==> config.mk <==
export PLATFORM = sky130hd
export DESIGN_NAME = multicycle_ctrl_fsm
export DESIGN_NICKNAME = d
export VERILOG_FILES = /design/src/rtl/multicycle_ctrl_fsm.sv
export SDC_FILE = /design/constraint.sdc
export NUM_CORES = 1
export LEC_CHECK = 0
export ABC_AREA = 1
export BUFFER_PORTS_ARGS = -buffer_cell sky130_fd_sc_hd__clkbuf_2
export CORE_UTILIZATION = 45
export DETAILED_ROUTE_END_ITERATION = 8
export PLACE_DENSITY = 0.78
export SYNTH_ARGS = -nofsm -noshare
export SYNTH_HDL_FRONTEND = slang
export SYNTH_SLANG_ARGS = --single-unit
==> constraint.sdc <==
create_clock -name clk -period 1.6 [get_ports clk]
set_input_delay 0.08 -clock clk [delete_from_list [all_inputs] [get_ports clk]]
set_output_delay 0.08 -clock clk [all_outputs]
set_load 0.005 [all_outputs]
==> src/rtl/multicycle_ctrl_fsm.sv <==
// Multicycle CPU control FSM: fetch/decode/execute/writeback sequencing with
// programmable fetch/load wait states, mem_ready handshake, halt and illegal-opcode flag.
module multicycle_ctrl_fsm #(
  parameter int unsigned FETCH_WAIT = 1,
  parameter int unsigned LOAD_WAIT  = 1,
  parameter int unsigned PSR_W      = 8
) (
  input  logic             clk,
  input  logic             reset,
  input  logic [3:0]       opCode1,
  input  logic [3:0]       opCode2,
  input  logic [3:0]       conditionCode,
  input  logic [3:0]       shiftAmtIn,
  input  logic [PSR_W-1:0] PSR,
  input  logic             mem_ready,
  input  logic             halt,
  output logic             storeReg,
  output logic             zeroExtend,
  output logic             SrcB,
  output logic             JmpEN,
  output logic             BranchEN,
  output logic             JALEN,
  output logic             PCEN,
  output logic             resultEN,
  output logic             immediateRegEN,
  output logic             updateAddress,
  output logic             wren_a,
  output logic             wren_b,
  output logic             nextInstruction,
  output logic             writeData,
  output logic             PSREN,
  output logic             regWriteEN,
  output logic             PCinstruction,
  output logic [3:0]       shifterControl,
  output logic [3:0]       ALUcontrol,
  output logic [3:0]       shiftAmtOut,
  output logic [1:0]       result,
  output logic             halted,
  output logic             illegal_op
);

  typedef enum logic [4:0] {
    StFetch, StFwait, StDecode, StMemAdr, StLbRd, StLbWait, StLbWr, StSbWr,
    StRtypeEx, StRtypeWr, StItypeEx, StItypeWr, StShiftEx, StShiftWr,
    StJalEx, StJalWr, StBcondEx, StJcondEx, StHalt
  } state_e;

  localparam int unsigned FetchInitInt = (FETCH_WAIT > 0) ? FETCH_WAIT - 1 : 0;
  localparam int unsigned LoadInitInt  = (LOAD_WAIT > 0) ? LOAD_WAIT - 1 : 0;
  localparam logic [3:0]  FetchInit    = 4'(FetchInitInt);
  localparam logic [3:0]  LoadInit     = 4'(LoadInitInt);

  state_e     state_q, state_d;
  logic [3:0] wait_cnt_q, wait_cnt_d;
  logic       pass;

  // Only PSR[4:0] carries flags; upper bits are tied off here.
  logic unused_psr;
  assign unused_psr  = ^PSR;
  assign shiftAmtOut = shiftAmtIn;

  function automatic logic cond_pass(input logic [3:0] cc, input logic [4:0] p);
    unique case (cc)
      4'h0: cond_pass = p[4];
      4'h1: cond_pass = !p[4];
      4'h2: cond_pass = p[3];
      4'h3: cond_pass = !p[3];
      4'h4: cond_pass = p[0];
      4'h5: cond_pass = !p[0];
      4'h6: cond_pass = p[1];
      4'h7: cond_pass = !p[1];
      4'h8: cond_pass = p[2];
      4'h9: cond_pass = !p[2];
      4'hA: cond_pass = !p[4] && !p[0];
      4'hB: cond_pass = p[4] || p[0];
      4'hC: cond_pass = !p[1] && !p[4];
      4'hD: cond_pass = p[4] || p[1];
      4'hE: cond_pass = 1'b1;
      default: cond_pass = 1'b0;
    endcase
  endfunction

  assign pass = cond_pass(conditionCode, PSR[4:0]);

  always_ff @(posedge clk or negedge reset) begin
    if (!reset) begin
      state_q    <= StFetch;
      wait_cnt_q <= 4'd0;
    end else begin
      state_q    <= state_d;
      wait_cnt_q <= wait_cnt_d;
    end
  end

  always_comb begin
    state_d         = state_q;
    wait_cnt_d      = wait_cnt_q;
    storeReg        = 1'b0;
    zeroExtend      = 1'b1;
    SrcB            = 1'b1;
    JmpEN           = 1'b0;
    BranchEN        = 1'b0;
    JALEN           = 1'b0;
    PCEN            = 1'b0;
    resultEN        = 1'b0;
    immediateRegEN  = 1'b0;
    updateAddress   = 1'b1;
    wren_a          = 1'b0;
    wren_b          = 1'b0;
    nextInstruction = 1'b0;
    writeData       = 1'b1;
    PSREN           = 1'b0;
    regWriteEN      = 1'b0;
    PCinstruction   = 1'b0;
    shifterControl  = 4'h0;
    ALUcontrol      = 4'h5;
    result          = 2'd1;
    halted          = 1'b0;
    illegal_op      = 1'b0;

    unique case (state_q)
      StFetch: begin
        nextInstruction = 1'b1;
        PCinstruction   = 1'b1;
        PCEN            = 1'b1;
        if (FETCH_WAIT != 0) begin
          state_d    = StFwait;
          wait_cnt_d = FetchInit;
        end else begin
          state_d = StDecode;
        end
      end
      StFwait: begin
        nextInstruction = 1'b1;
        if (wait_cnt_q != 4'd0) wait_cnt_d = wait_cnt_q - 4'd1;
        else if (mem_ready)     state_d    = StDecode;
      end
      StDecode: begin
        SrcB           = 1'b0;
        immediateRegEN = 1'b1;
        zeroExtend     = opCode2[3] && (opCode1 inside {4'h1, 4'h2, 4'h3, 4'hD});
        unique case (opCode1)
          4'h0:                                    state_d = StRtypeEx;
          4'h4:                                    state_d = StMemAdr;
          4'h8, 4'hF:                              state_d = StShiftEx;
          4'h1, 4'h2, 4'h3, 4'h5, 4'h9, 4'hB, 4'hD: state_d = StItypeEx;
          4'hC:                                    state_d = StBcondEx;
          default: begin
            state_d    = StFetch;
            illegal_op = 1'b1;
          end
        endcase
      end
      StMemAdr: begin
        unique case (opCode2)
          4'h0: state_d = StLbRd;
          4'h4: state_d = StSbWr;
          4'h8: state_d = StJalEx;
          4'hC: state_d = StJcondEx;
          default: begin
            state_d    = StFetch;
            illegal_op = 1'b1;
          end
        endcase
      end
      StLbRd: begin
        updateAddress = 1'b0;
        if (LOAD_WAIT != 0) begin
          state_d    = StLbWait;
          wait_cnt_d = LoadInit;
        end else begin
          state_d = StLbWr;
        end
      end
      StLbWait: begin
        updateAddress = 1'b0;
        if (wait_cnt_q != 4'd0) wait_cnt_d = wait_cnt_q - 4'd1;
        else if (mem_ready)     state_d    = StLbWr;
      end
      StLbWr: begin
        writeData  = 1'b0;
        regWriteEN = 1'b1;
        state_d    = halt ? StHalt : StFetch;
      end
      StSbWr: begin
        storeReg      = 1'b1;
        updateAddress = 1'b0;
        wren_a        = 1'b1;
        state_d       = halt ? StHalt : StFetch;
      end
      StRtypeEx: begin
        ALUcontrol = opCode2;
        PSREN      = 1'b1;
        resultEN   = 1'b1;
        state_d    = StRtypeWr;
      end
      StRtypeWr: begin
        regWriteEN = !(opCode2 inside {4'h0, 4'hB});
        state_d    = halt ? StHalt : StFetch;
      end
      StItypeEx: begin
        ALUcontrol = opCode1;
        SrcB       = 1'b0;
        PSREN      = 1'b1;
        resultEN   = 1'b1;
        state_d    = StItypeWr;
      end
      StItypeWr: begin
        regWriteEN = (opCode1 != 4'hB);
        state_d    = halt ? StHalt : StFetch;
      end
      StShiftEx: begin
        shifterControl = (opCode1 == 4'hF) ? 4'hF : opCode2;
        SrcB           = (opCode1 != 4'hF) && (opCode2 == 4'h4);
        result         = 2'd0;
        resultEN       = 1'b1;
        state_d        = StShiftWr;
      end
      StShiftWr, StJalWr: begin
        regWriteEN = 1'b1;
        state_d    = halt ? StHalt : StFetch;
      end
      StJalEx: begin
        JALEN         = 1'b1;
        PCinstruction = 1'b1;
        resultEN      = 1'b1;
        PCEN          = 1'b1;
        result        = 2'd3;
        state_d       = StJalWr;
      end
      StBcondEx: begin
        BranchEN      = pass;
        PCinstruction = 1'b1;
        SrcB          = 1'b0;
        PCEN          = 1'b1;
        state_d       = halt ? StHalt : StFetch;
      end
      StJcondEx: begin
        JmpEN         = pass;
        PCinstruction = 1'b1;
        PCEN          = 1'b1;
        state_d       = halt ? StHalt : StFetch;
      end
      StHalt: begin
        halted = 1'b1;
        if (!halt) state_d = StFetch;
      end
      default: state_d = StFetch;
    endcase

    // Outputs sit at their idle values for as long as reset is held.
    if (!reset) begin
      storeReg        = 1'b0;
      zeroExtend      = 1'b1;
      SrcB            = 1'b1;
      JmpEN           = 1'b0;
      BranchEN        = 1'b0;
      JALEN           = 1'b0;
      PCEN            = 1'b0;
      resultEN        = 1'b0;
      immediateRegEN  = 1'b0;
      updateAddress   = 1'b1;
      wren_a          = 1'b0;
      wren_b          = 1'b0;
      nextInstruction = 1'b0;
      writeData       = 1'b1;
      PSREN           = 1'b0;
      regWriteEN      = 1'b0;
      PCinstruction   = 1'b0;
      shifterControl  = 4'h0;
      ALUcontrol      = 4'h5;
      result          = 2'd1;
      halted          = 1'b0;
      illegal_op      = 1'b0;
    end
  end

endmodule

# After elaboration in Yosys (flattened, before gate mapping)
# Cells that the tools add are included.
dict set report classes {
  muxes 53
  n_addsub 1
  n_eq_ne 55
  n_reduce_logical 36
}
# cell n
set ops {}
lappend ops {{equality test 4 bit (second input constant)} 16}
lappend ops {{one-hot mux 5 bit (12 select lines)} 1}
lappend ops {{equality test 5 x 4 -> 1 bit (second input constant)} 8}
lappend ops {{2-to-1 mux 1 bit} 31}
lappend ops {{2-to-1 mux 5 bit} 6}
lappend ops {{equality test 4 x 3 -> 1 bit (second input constant)} 7}
lappend ops {{one-hot mux 5 bit (5 select lines)} 1}
lappend ops {{equality test 5 x 3 -> 1 bit (second input constant)} 4}
lappend ops {{2-to-1 mux 4 bit} 5}
lappend ops {{one-hot mux 5 bit (4 select lines)} 1}
lappend ops {{equality test 4 x 2 -> 1 bit (second input constant)} 4}
lappend ops {{one-hot mux 4 bit (2 select lines)} 2}
lappend ops {{equality test 5 bit (second input constant)} 3}
lappend ops {{one-hot mux 1 bit (15 select lines)} 1}
lappend ops {{logical NOT 4 bit} 3}
lappend ops {{OR reduction 12 bit} 1}
lappend ops {{OR reduction 4 bit} 3}
lappend ops {{equality test 5 x 2 -> 1 bit (second input constant)} 2}
lappend ops {{inequality test 2 bit (second input constant)} 5}
lappend ops {{OR reduction 2 bit} 5}
lappend ops {{OR reduction 3 bit} 3}
lappend ops {{equality test 4 x 1 -> 1 bit (second input constant)} 2}
lappend ops {{inequality test 4 bit (second input constant)} 2}
lappend ops {{nonzero test 4 bit} 2}
lappend ops {{16 further kinds} 27}
dict set report word_totals {
  regBits 9
  output_inout_bits 33
}

# Logic depth before layout (Yosys ltp)
dict set report logic_depth {
  word_depth 5
  depth_mapped 10
  depth_no_buf 10
}

# Least setup slack after synthesis
# OpenSTA, ideal clock, no wires.
dict set report synth_timing {
  kind {register to output}
  startpoint {register state_q[0]}
  endpoint {output port SrcB}
  required_ns 1.520
  t_arrival_ns 1.212
  path_stages_with_launch 7
  path_slack_ns 0.308
  path_cell_list {dfrtp_1 -> buf_2 -> nor2_1 -> nand2_1 -> nor2_4 -> inv_2 -> o311ai_1}
}
dict set report synth_via {
  elab_chain_len 4
  elab_cells_between_ends 7
  cone_classes {4 x eq/ne; 2 x mux; 1 x reduce/logical}
}
# item line
set synth_lines {}
lappend synth_lines {{start, declared} 53} ;# state_e state_q, state_d;
lappend synth_lines {{start signal, assigned} 87} ;# state_q <= StFetch;
lappend synth_lines {{start signal, assigned} 90} ;# state_q <= state_d;
lappend synth_lines {{equality test 5 x 2 -> 1 bit (tied with other cells)} 121} ;# unique case (state_q)
lappend synth_lines {{OR reduction 3 bit (no source line)} n/a}
lappend synth_lines {{one-hot mux 1 bit (2 select lines) (*)} 121}
lappend synth_lines {{2-to-1 mux 1 bit (*)} 252} ;# if (!reset) begin
lappend synth_lines {{end, declared} 19} ;# output logic SrcB,
# Mark *: on every way between the ends. The rest lies on a longest branch, timed or not.

# Worst setup path after layout
dict set report layout_timing {
  startpoint {register state_q[4]}
  endpoint {output port ALUcontrol[2]}
}
dict set report layout_via {
  elab_chain_len 3
  elab_cells_between_ends 4
  cone_classes {2 x eq/ne; 2 x mux}
}
# item line
set layout_lines {}
lappend layout_lines {{equality test 5 x 4 -> 1 bit} 121}
lappend layout_lines {{one-hot mux 4 bit (2 select lines) (*)} 121}
lappend layout_lines {{2-to-1 mux 4 bit (*)} 252}
lappend layout_lines {{end, declared} 35} ;# output logic [3:0] ALUcontrol,
# Marked as above.

==> run_results.csv <==
group,metric,value,unit
status,status,"complete, but fails checks",
status,violations,"negative setup slack",
worst_setup_path,max_stage_delay,0.49,ns
logic_synthesis,synth_area_leaders,"dfrtp_1 17%, nand2_1 16%, nand3_1 9.6%, inv_1 9.5%, nor2_1 8.9%",
global_route,grt_use_met1,34.0,%
logic_synthesis,syn_area_per_cell,5.64,um^2
timing,setup_slack,-0.0304,ns
job,drv_cap,0,
floorplan,start_util,47.4,%
power_and_ir_drop,power_density,1310,nW/um^2
logic_synthesis,ys_seq_elements,9,
placement,routabilityCongestion,0.930,
logic_synthesis,synth_flop_cell,"dfrtp_1",
global_route,grt_usage,25.6,%
routing,via_per_inst,5.25,
final_layout,nNetsFinal,321,
timing,clock.fmax,613,MHz
logic_synthesis,synth_top_area_share,17.2,%
final_layout,finalCoreUtilization,65.6,%
logic_synthesis,synth_top_family_by_area,"simple AND/OR/NAND/NOR gates",
routing,dr.pass1.iters,4,
logic_synthesis,synth-compound-area-share,18.2,%
routing,num_vias,1690,
final_layout,multi_input_area,960,um^2
hold_path,min_path_type,"in2reg",
global_route,grt_busiest_layer,"met2",
global_route,grt_use_met2,43.5,%
timing,setup_viol,7,
logic_synthesis,syn_nets,261,
worst_setup_path,critPathCaptureType,"output pin",
logic_synthesis,seq_area_frac_synth,17.2,%
final_layout,drive_gt1_share,40.2,%
clocking,clockBufferDepth,2,
routing,routed_wirelength,4010,um
worst_setup_path,worstPathRequired,1.52,ns
logic_synthesis,post_synth_xor_area_fraction,0.670,%
routing,initialDrtViolationCount,82,
worst_setup_path,cp_slowest_cell,"dfrtp_2",
routing,wl_per_cell,12.5,um
placement,place_area,1560,um^2
floorplan,die_height,55.9,um
timing,drv_slew,0,
worst_setup_path,critPathArrivalTime,1.55,ns
placement,preCtsSetupSlack,0.109,ns
final_layout,fillers,275,
placement,dp_hpwl,3020,um
global_route,grt_first_pass_wirelength,6520,um
worst_setup_path,crit_top_cell,"nor2_4",
timing,post-route-min-period,1.63,ns
floorplan,die_x,55.9,um
logic_synthesis,yosys.area.top_type,"dfrtp_1",
final_layout,n_antenna_cell,0,
logic_synthesis,async_flop_share,100,%
logic_synthesis,synthMuxAreaShare,0,%
logic_synthesis,synthCells,232,
power_and_ir_drop,vdd_drop_max,1210,uV
floorplan,ios,61,
power_and_ir_drop,p_leak,0.944,nW
hold_path,hold_depth,3,
worst_setup_path,reg2regPathDepth,8,
routing,antenna_left,0,
logic_synthesis,synthesis.area,1310,um^2
routing,drcViolationCount,0,
final_layout,instances_no_fill,322,
global_route,antenna_found_initial,0,
timing,min_period_over_period,102,%
clocking,clkSlewWorstSetupHoldPaths,0.06,ns
worst_setup_path,critPathMaxFanout,5,
timing,fin_skew,0.00300,ns
worst_setup_path,path_class,"reg2out",
clocking,cts_buffers,3,
global_route,use_met3,3.26,%
power_and_ir_drop,power,2.37,mW
clocking,cts_root_buffer,"clkbuf_4",
clocking,cts.sinks,9,
worst_setup_path,cp_cell_sequence,"nor2_4 -> nand2_4 -> nor2_4 -> inv_2 -> o221ai_2 -> buf_2",
logic_synthesis,synth_cell_type_count,32,
placement,place_inst,306,
floorplan,core,2760,um^2
timing,hold_viol_final,0,
logic_synthesis,ys.warnings.count,0,
global_route,grt_overflow,0,
worst_setup_path,cp-start-kind,"register",
global_route,grt_pass1_vias,1519,
clocking,cts_htree_levels,1,
logic_synthesis,synth-adder-area-share,0.957,%
floorplan,dieArea,3130,um^2
clocking,insertion_delay,0.28,ns
logic_synthesis,synth_edf_count,0,
global_route,grt_start_max_net_pins,19,
logic_synthesis,synthSimpleGateAreaFrac,44.5,%
final_layout,syn2layout_area_growth,38.4,%
placement,portBuffers,48,
timing,rsz0062_at_grt,"yes",
final_layout,area.sequential,231,um^2
clocking,cts_tree,"yes",
final_layout,fin_area,1810,um^2
floorplan,std_cell_rows,19,
## critical path: cells and delay by family, from the launching register on
family / cells / cell delay [ns]
AO/OA/AOI/OAI: 1 / 0.13
flip-flops: 1 / 0.49
AND/OR/NAND/NOR: 3 / 0.44
buffers and inverters: 2 / 0.21
## cells in the mapped netlist, drive strengths merged (2+ instances only)
cell type and instances:
a21oi 8, a31oi 3, buf 9, dfrtp 9, inv 45, nand2 56
nand3 25, nor2 39, nor3 5, o2111ai 2, o211ai 3, o21ai 13
o221ai 2, o22ai 3
## layout by cell type (no fill, tap or decap), types with 2 or more instances in the layout
master	n
nand2_1	48
clkbuf_2	41
inv_1	31
nor2_1	28
nand3_1	22
inv_2	14
buf_4	14
nor2_4	10
o21ai_1	7
nand2_2	6
a21oi_1	6
buf_2	6
o21ai_0	5
dfrtp_2	5
dfrtp_1	4
nand3_2	3
a31oi_1	3
o211ai_1	3
o22ai_1	3
clkbuf_4	3
buf_6	3
nand2_4	2
nor3_4	2
o221ai_2	2
a21oi_2	2
nor3_1	2
o2111ai_1	2
## state kept, by name, indices dropped and copies added (netlist names)
signal,flops
wait_cnt_q,4
state_q,5
## final timing paths
check / from / to / slack (ns)
worst min register to register: wait_cnt_q[3] / wait_cnt_q[3] / 0.55
worst min-delay path: halt / state_q[4] / 0.10
max in group asynchronous: reset / state_q[3] / 1.08
min in group asynchronous: reset / state_q[1] / 0.32
worst max register to register: wait_cnt_q[0] / state_q[1] / 0.19
worst max-delay path: state_q[4] / ALUcontrol[2] / -0.03
## cell type report
class	count	area share, %
clock buffer	4	1.45
multi-input combinational	168	53.0
sequential	9	12.8
inverter	45	9.34
tap	31	2.14
timing repair buffer	65	21.2
## through the flow
| step | TNS [ns] | hold WS (ns) |
|---|---|---|
| global route | -0.953 | 0.114 |
| detailed placement | 0 | 0.0616 |
| CTS | -0.0487 | 0.110 |
| finish | -0.119 | 0.101 |
| floorplan | 0 | -0.216 |
| global placement | 0 | 0.0585 |
## per-layer routing
| layer | share of wire [%] | up-vias |
|---|---|---|
| met1 | 46 | 767 |
| met3 | 5.1 | 4 |
| met2 | 48 | 54 |
| met5 | 0 | - |
| li1 | - | 865 |
| met4 | 1.0 | 0 |
## repair_timing
item                                    in CTS  in global routing
pin swaps                                    4                 12
endpoints found under the hold margin        9                  0
gates cloned                                 0                  0
buffers inserted                             6                  5
hold buffers                                 1                  0
gates resized for setup                     16                 28
endpoints found under the setup margin      19                 19
## where the power goes
part	total (mW)	leakage (nW)	internal [mW]	switching, mW
clock	0.189	0.0150	0.0969	0.0919
combinational	1.72	0.818	0.698	1.02
sequential	0.465	0.111	0.330	0.135
total	2.37	0.944	1.12	1.25
## kinds of logic (layout without fill, tap and decap cells)
group,count (synthesis),in the layout
fa+ha+maj,1,1
flops,9,9
compound gates,38,38
xor+xnor,1,1
other cells,1,1
simple gates,127,127
buf+inv,55,114
Power figures use the tool's default switching activity.
